$ cat src/rtl/lru_pkg.sv
// Shared types, way constants and PLRU access-update rules for the 4-way pseudo-LRU store.
package lru_pkg;

  typedef logic [1:0] way_t;
  typedef logic [2:0] plru_t;

  localparam way_t WAY_A = 2'd0;
  localparam way_t WAY_B = 2'd1;
  localparam way_t WAY_C = 2'd2;
  localparam way_t WAY_D = 2'd3;

  typedef enum logic {
    IDLE  = 1'b0,
    SWEEP = 1'b1
  } lru_sweep_e;

  // bit2 = victim half, bit1 = victim within c/d, bit0 = victim within a/b
  function automatic plru_t plru_upd_mask(way_t way);
    plru_t mask;
    case (way)
      WAY_A, WAY_B: mask = 3'b101;
      default:      mask = 3'b110;
    endcase
    return mask;
  endfunction

  function automatic plru_t plru_upd_val(way_t way);
    plru_t val;
    case (way)
      WAY_A:   val = 3'b101;
      WAY_B:   val = 3'b100;
      WAY_C:   val = 3'b010;
      default: val = 3'b000;
    endcase
    return val;
  endfunction

  function automatic plru_t plru_touch(plru_t plru, way_t way);
    return (plru & ~plru_upd_mask(way)) | plru_upd_val(way);
  endfunction

endpackage

$ cat src/rtl/lru_victim_array_if.sv
// Controller-side bus of the PLRU victim array: lookups, access commits, invalidates, flush.
interface lru_victim_array_if
  import lru_pkg::*;
#(
  parameter int S_INDEX = 3
);

  logic               rd_req;
  logic [S_INDEX-1:0] rd_index;
  logic               rd_ready;
  logic               rd_valid;
  way_t               victim_way;
  logic [3:0]         victim_oh;
  logic               upd_en;
  logic [S_INDEX-1:0] upd_index;
  way_t               upd_way;
  logic               inv_en;
  logic [S_INDEX-1:0] inv_index;
  way_t               inv_way;
  logic               flush;
  logic               busy;

  modport master (
    output rd_req, rd_index, upd_en, upd_index, upd_way,
           inv_en, inv_index, inv_way, flush,
    input  rd_ready, rd_valid, victim_way, victim_oh, busy
  );

  modport slave (
    input  rd_req, rd_index, upd_en, upd_index, upd_way,
           inv_en, inv_index, inv_way, flush,
    output rd_ready, rd_valid, victim_way, victim_oh, busy
  );

endinterface

$ cat src/rtl/lru_victim_sel.sv
// Victim decode for one set: lowest invalid way first, otherwise follow the PLRU tree.
module lru_victim_sel
  import lru_pkg::*;
(
  input  plru_t      plru,
  input  logic [3:0] valid,
  output way_t       way,
  output logic [3:0] way_oh
);

  always_comb begin
    way = WAY_A;
    if (!valid[0])      way = WAY_A;
    else if (!valid[1]) way = WAY_B;
    else if (!valid[2]) way = WAY_C;
    else if (!valid[3]) way = WAY_D;
    else if (!plru[2])  way = plru[0] ? WAY_B : WAY_A;
    else                way = plru[1] ? WAY_D : WAY_C;
    way_oh = 4'b0001 << way;
  end

endmodule

$ cat src/rtl/lru_victim_array.sv
// Per-set PLRU + valid storage with registered victim lookup and a one-set-per-cycle flush sweep.
// Define LRU_BYPASS_EN to forward same-cycle updates into the lookup path.
module lru_victim_array
  import lru_pkg::*;
#(
  parameter int S_INDEX  = 3,
  parameter int LRU_BITS = 3
)(
  input  logic              clk,
  input  logic              rst,
  lru_victim_array_if.slave bus
);

  localparam int NSETS = 1 << S_INDEX;

  if (LRU_BITS != 3) begin : g_bad_lru_bits
    $error("lru_victim_array: LRU_BITS must be 3 for a 4-way PLRU");
  end

  lru_sweep_e         state_q, state_d;
  logic [S_INDEX-1:0] cnt_q, cnt_d;

  plru_t      plru_q  [NSETS];
  plru_t      plru_d  [NSETS];
  logic [3:0] valid_q [NSETS];
  logic [3:0] valid_d [NSETS];

  plru_t      sel_plru;
  logic [3:0] sel_valid;
  way_t       sel_way;
  logic [3:0] sel_oh;
  logic       rd_accept;

  logic       rd_valid_q;
  way_t       victim_way_q;
  logic [3:0] victim_oh_q;

  always_comb begin
    state_d = state_q;
    cnt_d   = cnt_q;
    case (state_q)
      IDLE: begin
        if (bus.flush) begin
          state_d = SWEEP;
          cnt_d   = '0;
        end
      end
      SWEEP: begin
        cnt_d = cnt_q + S_INDEX'(1);
        if (cnt_q == S_INDEX'(NSETS - 1)) state_d = IDLE;
      end
      default: state_d = IDLE;
    endcase
  end

  // Invalidate is applied before the access commit so a same-way collision ends valid.
  always_comb begin
    for (int s = 0; s < NSETS; s++) begin
      plru_d[s]  = plru_q[s];
      valid_d[s] = valid_q[s];
      if (state_q == SWEEP) begin
        if (cnt_q == S_INDEX'(s)) begin
          plru_d[s]  = '0;
          valid_d[s] = '0;
        end
      end else begin
        if (bus.inv_en && bus.inv_index == S_INDEX'(s))
          valid_d[s][bus.inv_way] = 1'b0;
        if (bus.upd_en && bus.upd_index == S_INDEX'(s)) begin
          valid_d[s][bus.upd_way] = 1'b1;
          plru_d[s]               = plru_touch(plru_q[s], bus.upd_way);
        end
      end
    end
  end

  always_ff @(posedge clk or posedge rst) begin
    if (rst) begin
      state_q <= IDLE;
      cnt_q   <= '0;
      for (int s = 0; s < NSETS; s++) begin
        plru_q[s]  <= '0;
        valid_q[s] <= '0;
      end
    end else begin
      state_q <= state_d;
      cnt_q   <= cnt_d;
      for (int s = 0; s < NSETS; s++) begin
        plru_q[s]  <= plru_d[s];
        valid_q[s] <= valid_d[s];
      end
    end
  end

`ifdef LRU_BYPASS_EN
  assign sel_plru  = plru_d[bus.rd_index];
  assign sel_valid = valid_d[bus.rd_index];
`else
  assign sel_plru  = plru_q[bus.rd_index];
  assign sel_valid = valid_q[bus.rd_index];
`endif

  lru_victim_sel u_sel (
    .plru   (sel_plru),
    .valid  (sel_valid),
    .way    (sel_way),
    .way_oh (sel_oh)
  );

  assign rd_accept = bus.rd_req && (state_q == IDLE);

  always_ff @(posedge clk or posedge rst) begin
    if (rst) begin
      rd_valid_q   <= 1'b0;
      victim_way_q <= WAY_A;
      victim_oh_q  <= 4'b0001;
    end else begin
      rd_valid_q <= rd_accept;
      if (rd_accept) begin
        victim_way_q <= sel_way;
        victim_oh_q  <= sel_oh;
      end
    end
  end

  assign bus.rd_valid   = rd_valid_q;
  assign bus.victim_way = victim_way_q;
  assign bus.victim_oh  = victim_oh_q;
  assign bus.rd_ready   = (state_q == IDLE);
  assign bus.busy       = (state_q == SWEEP);

endmodule

$ cat src/flat_wrapper.sv
// flat-port wrapper written by rule: the top's interface ports become plain ports
module lru_victim_array_flat import lru_pkg::*;
#(
  parameter int S_INDEX  = 3,
  parameter int LRU_BITS = 3
)
  (clk, rst, bus_rd_req, bus_rd_index, bus_upd_en, bus_upd_index, bus_upd_way, bus_inv_en, bus_inv_index, bus_inv_way, bus_flush, bus_rd_ready, bus_rd_valid, bus_victim_way, bus_victim_oh, bus_busy);
  lru_victim_array_if #(.S_INDEX(S_INDEX)) bus_i ();
  input  logic clk;
  input  logic rst;
  input wire logic [$bits(bus_i.rd_req)-1:0] bus_rd_req;
  input wire logic [$bits(bus_i.rd_index)-1:0] bus_rd_index;
  input wire logic [$bits(bus_i.upd_en)-1:0] bus_upd_en;
  input wire logic [$bits(bus_i.upd_index)-1:0] bus_upd_index;
  input wire logic [$bits(bus_i.upd_way)-1:0] bus_upd_way;
  input wire logic [$bits(bus_i.inv_en)-1:0] bus_inv_en;
  input wire logic [$bits(bus_i.inv_index)-1:0] bus_inv_index;
  input wire logic [$bits(bus_i.inv_way)-1:0] bus_inv_way;
  input wire logic [$bits(bus_i.flush)-1:0] bus_flush;
  output wire logic [$bits(bus_i.rd_ready)-1:0] bus_rd_ready;
  output wire logic [$bits(bus_i.rd_valid)-1:0] bus_rd_valid;
  output wire logic [$bits(bus_i.victim_way)-1:0] bus_victim_way;
  output wire logic [$bits(bus_i.victim_oh)-1:0] bus_victim_oh;
  output wire logic [$bits(bus_i.busy)-1:0] bus_busy;
  assign bus_i.rd_req = bus_rd_req;
  assign bus_i.rd_index = bus_rd_index;
  assign bus_i.upd_en = bus_upd_en;
  assign bus_i.upd_index = bus_upd_index;
  assign bus_i.upd_way = bus_upd_way;
  assign bus_i.inv_en = bus_inv_en;
  assign bus_i.inv_index = bus_inv_index;
  assign bus_i.inv_way = bus_inv_way;
  assign bus_i.flush = bus_flush;
  assign bus_rd_ready = bus_i.rd_ready;
  assign bus_rd_valid = bus_i.rd_valid;
  assign bus_victim_way = bus_i.victim_way;
  assign bus_victim_oh = bus_i.victim_oh;
  assign bus_busy = bus_i.busy;
  lru_victim_array #(.S_INDEX(S_INDEX), .LRU_BITS(LRU_BITS)) u_core (.clk(clk), .rst(rst), .bus(bus_i));
endmodule
$ cat config.mk
export PLATFORM = sky130hd
export DESIGN_NAME = lru_victim_array_flat
export DESIGN_NICKNAME = d
export VERILOG_FILES = /design/src/rtl/lru_pkg.sv /design/src/rtl/lru_victim_array_if.sv /design/src/rtl/lru_victim_sel.sv /design/src/rtl/lru_victim_array.sv /design/src/flat_wrapper.sv
export SDC_FILE = /design/constraint.sdc
export NUM_CORES = 1
export LEC_CHECK = 0
export ABC_AREA = 1
export CORE_MARGIN = 1
export CORE_UTILIZATION = 52
export CTS_BUF_LIST = sky130_fd_sc_hd__clkbuf_16
export DETAILED_ROUTE_END_ITERATION = 8
export GPL_ROUTABILITY_DRIVEN = 0
export GPL_TIMING_DRIVEN = 0
export PLACE_DENSITY = 0.76
export SETUP_SLACK_MARGIN = 0.2
export SYNTH_ARGS = -nofsm -noshare
export SYNTH_HDL_FRONTEND = slang
export SYNTH_SLANG_ARGS = --single-unit
$ cat constraint.sdc
create_clock -name clk -period 3.4 [get_ports clk]
set_input_delay 1.02 -clock clk [delete_from_list [all_inputs] [get_ports clk]]
set_output_delay 1.02 -clock clk [all_outputs]
set_load 0.01 [all_outputs]
Word-level counts from Yosys, hierarchy flattened
Cells that the tools add are included.
- input port bits: 19
- flip-flop bits (word level): 67
- output and inout port bits: 9
- add/sub/neg operators: 1
- equal/unequal tests: 32
- magnitude comparators: 5
- shifts and indexed selects: 1
- reductions and logical operators: 40
- muxes and demuxes: 120
- bitwise operators: 43
- operators with widths (operator ; count):
    $mux W3 ; 59
    $mux W4 ; 42
    $eq A3 B3 Y1 const B ; 12
    $and A4 B4 Y4 ; 8
    $or A4 B4 Y4 ; 8
    $and A3 B3 Y3 ; 8
    $not A3 Y3 ; 8
    $or A3 B3 Y3 ; 8
    $logic_and A1 B1 Y1 ; 19
    $eq A3 B2 Y1 const B ; 6
    $ne A2 B2 Y1 const B ; 9
    $reduce_and A2 Y1 ; 8
    $reduce_bool A2 Y1 ; 8
    $bmux W4 S3 ; 1
    $mux W2 ; 6
    $bmux W3 S3 ; 1
    $eq A3 B1 Y1 const B ; 3
    $logic_not A3 Y1 ; 3
    $pmux W3 S3 ; 1
    $lt A2 B3 Y1 const B ; 2
    $mux W1 ; 6
    $pmux W3 S2 ; 1
    $demux W1 S2 ; 2
    $ge A2 B1 Y1 const B ; 2
    other kinds (11) ; 11

Depth between registers and ports, before layout
- depth after elaboration: 11
- gate-level depth with buffers: 14
- depth with buffers taken out: 13

Hierarchy
A second synthesis with hierarchy kept.
- cell total of the unflattened synthesis: 602
- area total of the unflattened synthesis: 4112.7 um2
- modules (own cells, without submodules) (module ; cells each ; sequential area each (um2) ; area an instance (um2) ; instances):
    lru_victim_array ; 583 ; 1677.9 ; 4022.6 ; 1
    lru_victim_sel ; 19 ; 0.0 ; 90.1 ; 1

Worst setup path before layout
No wires, ideal clock.
- path type: input -> register
- start: input bus_rd_index[1]
- end: register u_core.victim_oh_q[2] (netlist: u_core.bus.victim_oh[2])
- cell stages on the path: 13
- library setup time: 0.116 ns
- path buffers: 2
- arrival: 1.953 ns
- data required time: 3.284 ns
- setup slack: 1.331 ns
- path through: buf_4 -> buf_2 -> nand3_1 -> nand2_1 -> nand2_1 -> nand2_1 -> nand2_1 -> nand3_1 -> nand2_1 -> nand2_1 -> nand2_1 -> nand2_1 -> nand2_1
- longest elaborated chain between the ends: 11
- elaborated cells between the ends (all ways): 15
- classes of those cells: 1 x shift; 13 x mux; 1 x bitwise
- ends and longest elaborated chain (what ; line ; source):
    start, declared ; flat_wrapper.sv:12 ; input wire logic [$bits(bus_i.rd_index)-1:0] bus_rd_index;
    $not A3 Y4 (not written as such) (*) ; lru_victim_array.sv:99, lru_victim_array.sv:100 ;
    $bmux W3 S3 ; lru_victim_array.sv:99 ; assign sel_plru = plru_q[bus.rd_index];
    $mux W3 (not written as such) (2 in a row) ; lru_victim_array.sv:99 ;
    $mux W1 (on tied branches) ; lru_victim_sel.sv:17, lru_victim_sel.sv:18 ;
    $mux W2 ; lru_victim_sel.sv:17 ; else if (!plru[2]) way = plru[0] ? WAY_B : WAY_A;
    $mux W2 ; lru_victim_sel.sv:16 ; else if (!valid[3]) way = WAY_D;
    $mux W2 ; lru_victim_sel.sv:15 ; else if (!valid[2]) way = WAY_C;
    $mux W2 ; lru_victim_sel.sv:14 ; else if (!valid[1]) way = WAY_B;
    $mux W2 (*) ; lru_victim_sel.sv:13 ; if (!valid[0]) way = WAY_A;
    $shl A1 B2 Y4 (*) ; lru_victim_sel.sv:19 ; way_oh = 4'b0001 << way;
    end signal, assigned ; lru_victim_array.sv:121 ; victim_oh_q <= sel_oh;
    end, declared ; lru_victim_array.sv:36 ; logic [3:0] victim_oh_q;
Mark *: on every way between the ends. The rest lies on a longest branch, timed or not. The select of a mux whose other input is x is not followed.
A chain may end at the register's enable or synchronous reset.

Worst setup path after layout
- start: register u_core.state_q (netlist: u_core.bus.busy)
- end: output bus_rd_ready
- longest elaborated chain between the ends: 1
- ends and longest elaborated chain (what ; line ; source):
    start, declared ; lru_victim_array.sv:20 ; lru_sweep_e state_q, state_d;
    start signal, assigned ; lru_victim_array.sv:86 ; state_q <= state_d;
    $not A1 Y1 ; lru_victim_array.sv:129 ; assign bus.rd_ready = (state_q == IDLE);
    end, declared ; flat_wrapper.sv:20 ; output wire logic [$bits(bus_i.rd_ready)-1:0] bus_rd_ready;
No other way between the ends.

==> metrics.md <==
| Metric | Value |
|---|---|
| Slowest CP cell | `clkdlybuf4s50_1` |
| I/O pin cnt | `28` |
| DR WL/cell | `16.2 microns` |
| Multi-input gate area | `between 1500 and 2000 sq um` |
| Final setup skew | `0.00590 ns` |
| Non-Filler Instances | `roughly 640` |
| CP endpoint kind | `output pin` |
| Core ar. | `around 6800 sq um` |
| Worst Path Required | `between 2 and 2.5 ns` |
| Worst-path clk slew | `0.06 ns` |
| Cells after Synth | `between 500 and 600` |
| Period Utilization, post-route | `0.910` |
| Post-synthesis cell area | `about 3700 sq um` |
| #FFs+latches synth | `67` |
| Setup bufs post-CTS | `0` |
| Pwr dens | `slightly above 700 nW/um^2` |
| Commonest non-fill, non-tap cell in the layout | `nand2_1` |
| Final Hold Fails | `0` |
| Max_slew headroom | `0.437` |
| Initial antenna violation count | `0` |
| Yosys cell types | `21` |
| Worst setup SP type | `flop` |
| Dpl cells | `about 620` |
| First-pass GRT wire length | `between 15000 and 20000 microns` |
| Crit path DAT | `a little over 2 ns` |
| Final Max Slew Viols | `0` |
| Share of layout cells above drive strength 1 | `0.0627` |
| Clock buffer depth | `2` |
| Row cnt | `30` |
| Detailed placement HPWL | `around 7700 microns` |
| RSZ-0062 raised after global routing | `no` |
| WL final | `10400 microns` |
| DRT antenna net count | `0` |
| Vias | `~3600` |
| Synthesis warning total | `0` |
| CTS tree | `built` |
| HP Class | `flop to flop` |
| Total of max-cap violations | `0` |
| Total Routing Usage GR | `0.310` |
| GRT met2 Usage | `0.493` |
| Global-route track usage on met3 | `0.0876` |
| Critical path class | `flop to output pin` |
| TritonRoute pass-1 iters | `6` |
| Finished Cell Area | `between 4000 and 5000 sq um` |
| Final setup viols | `0` |
| Total power | `~3100 uW` |
| Die span in x | `roughly 86 microns` |
| R2R setup slack | `about 1.6 ns` |
| Clk_lat worst skew | `around 0.34 ns` |
| Die footprint | `about 7400 sq um` |
| Most frequent cell on the critical path | `buf_2` |
| Pin count of the biggest net entering global routing | `40` |
| Number of cells on the worst reg-to-reg path | `6` |
| Slowest stage delay, CP | `between 0.5 and 0.6 ns` |
| Filler instances | `approximately 650` |
| Area grow syn2layout | `17.7%` |
| Root buf cell | `clkbuf_16` |
| Mean post-synth cell area | `7.35 sq um` |
| Sum of negative setup slack | `0 ns` |
| GRT Residual Overflow | `0` |
| CTS sink count | `67` |
| Reg area | `between 1500 and 2000 sq um` |
| P_leak | `roughly 0.0021 uW` |
| Post-Syn Nets | `roughly 530` |
| Die height | `86.2 microns` |
| Final net count | `approximately 560` |
| Area after DPL | `roughly 4000 sq um` |
| H-tree levels | `3` |
| Crit-path leading delay family | `buffers and inverters` |
| Status | `finished, final reports clean` |
| Worst r2r src | `u_core.bus.busy` |
| CP bufs+invs | `5` |
| Vias in the first global route | `approximately 3600` |
| Hold Crit Depth | `2` |
| Post-CTS sizing | `0` |
| Fmax | `around 320 MHz` |
| Slew at the pin closest to its max-slew limit | `between 0.8 and 0.9 ns` |
| Gr busiest metal | `met2` |
| Most frequent cells in the layout | `nand2_1 (133), dfrtp_1 (66), inv_1 (60)` |
| Min-delay src | `u_core.bus.victim_oh[2]` |
| Number of CTS-inserted buffers | `9` |
| Port Buffers | `24` |
| Max IR drop VDD | `between 400 and 500 uV` |
| Util after Layout | `0.634` |
| Met1 GRT Util | `0.384` |
| Diode count | `0` |
| Reg2reg end | `u_core.valid_q[22]` |
| Vias/cell | `5.71` |
| Initial Util | `0.539` |
| Hold endpoint | `u_core.bus.victim_oh[2]` |
| Min Tclk post-route | `a little over 3 ns` |
| Post-route DRC violation count | `0` |
| CTS Hold Bufs | `0` |
| Worst-path cell chain | `buf_2 -> inv_1 -> buf_2 -> buf_2 -> clkdlybuf4s50_1` |
| Largest fanout on the critical path | `10` |
| Drt initial violations | `about 440` |
| Seq/Total Area, Yosys | `0.456` |
## tightest hold or removal path, delay by kind of cell, from the launching register on
family | cells | cell delay (ns)
AND/OR/NAND/NOR | 2 | 0.10
flip-flops | 1 | 0.34
## cell usage after synthesis, drive strengths merged
master	instances	share of area
nand2	133	0.14
o21ai	68	0.092
dfrtp	66	0.45
inv	64	0.065
a21oi	42	0.057
nor2	39	0.040
nand3	35	0.049
o211ai	22	0.045
buf	12	0.021
ha	6	0.020
clkbuf	5	0.0051
o22ai	3	0.0051
o31ai	3	0.0061
clkinv	1	0.0010
dfstp	1	0.0071
nand4	1	0.0017
## cell families after synthesis
logic type,after synthesis,share of synthesized area
flip-flops,67,0.456
AO/OA/AOI/OAI,138,0.206
AND/OR/NAND/NOR,208,0.226
buffers and inverters,82,0.0927
adder cells (fa/ha/maj),6,0.0204
## how the worst max path moves through the flow
stage / from / to / slack [ns] / cells past startpoint
finish: u_core.bus.busy / bus_rd_ready / 0.31 / 5
global route: u_core.bus.busy / bus_rd_ready / 0.22 / 5
CTS: u_core.bus.busy / bus_rd_ready / 0.32 / 5
detailed placement: bus_upd_en / u_core.plru_q[19] / 0.43 / 9
global placement: rst / u_core.plru_q[19] / -0.41 / 2
floorplan: rst / u_core.bus.busy / 0.70 / 1
## through the flow
step	setup WS, ns	hold slack, ns
floorplan	0.698	0.452
global placement	-0.413	0.462
detailed placement	0.434	0.465
CTS	0.319	0.481
global route	0.221	0.502
finish	0.306	0.473
## report_power, final
part	total (uW)	internal, uW	switching, uW	leakage, uW
Clock	837	488	349	0.000125
Sequential	1150	1020	130	0.000893
Combinational	1100	396	701	0.00109
## routing by layer
layer / wire length [microns] / vias up / share of wire
met2: 4830 / 218 / 0.47
met5: 0 / - / 0
met1: 4140 / 1672 / 0.40
li1: - / 1710 / -
met3: 977 / 42 / 0.094
met4: 422 / 0 / 0.041
## sequential cells by signal (all words and copies together), names as in the netlist
signal and count:
u_core.bus.rd_valid 1, u_core.valid_q 32, u_core.cnt_q 3, u_core.bus.victim_oh 4, u_core.plru_q 24, u_core.bus.busy 1, u_core.bus.victim_way 2
## final cells by class
class / instances / share of cell area
flip-flops and latches: 67 / 0.387
multi-input cells: 352 / 0.384
repair buffers: 25 / 0.0600
inverters: 65 / 0.0563
clock buffers: 9 / 0.0520
well taps: 96 / 0.0277
plain buffers: 17 / 0.0225
clock inverters: 7 / 0.0104
Power figures use the tool's default switching activity.
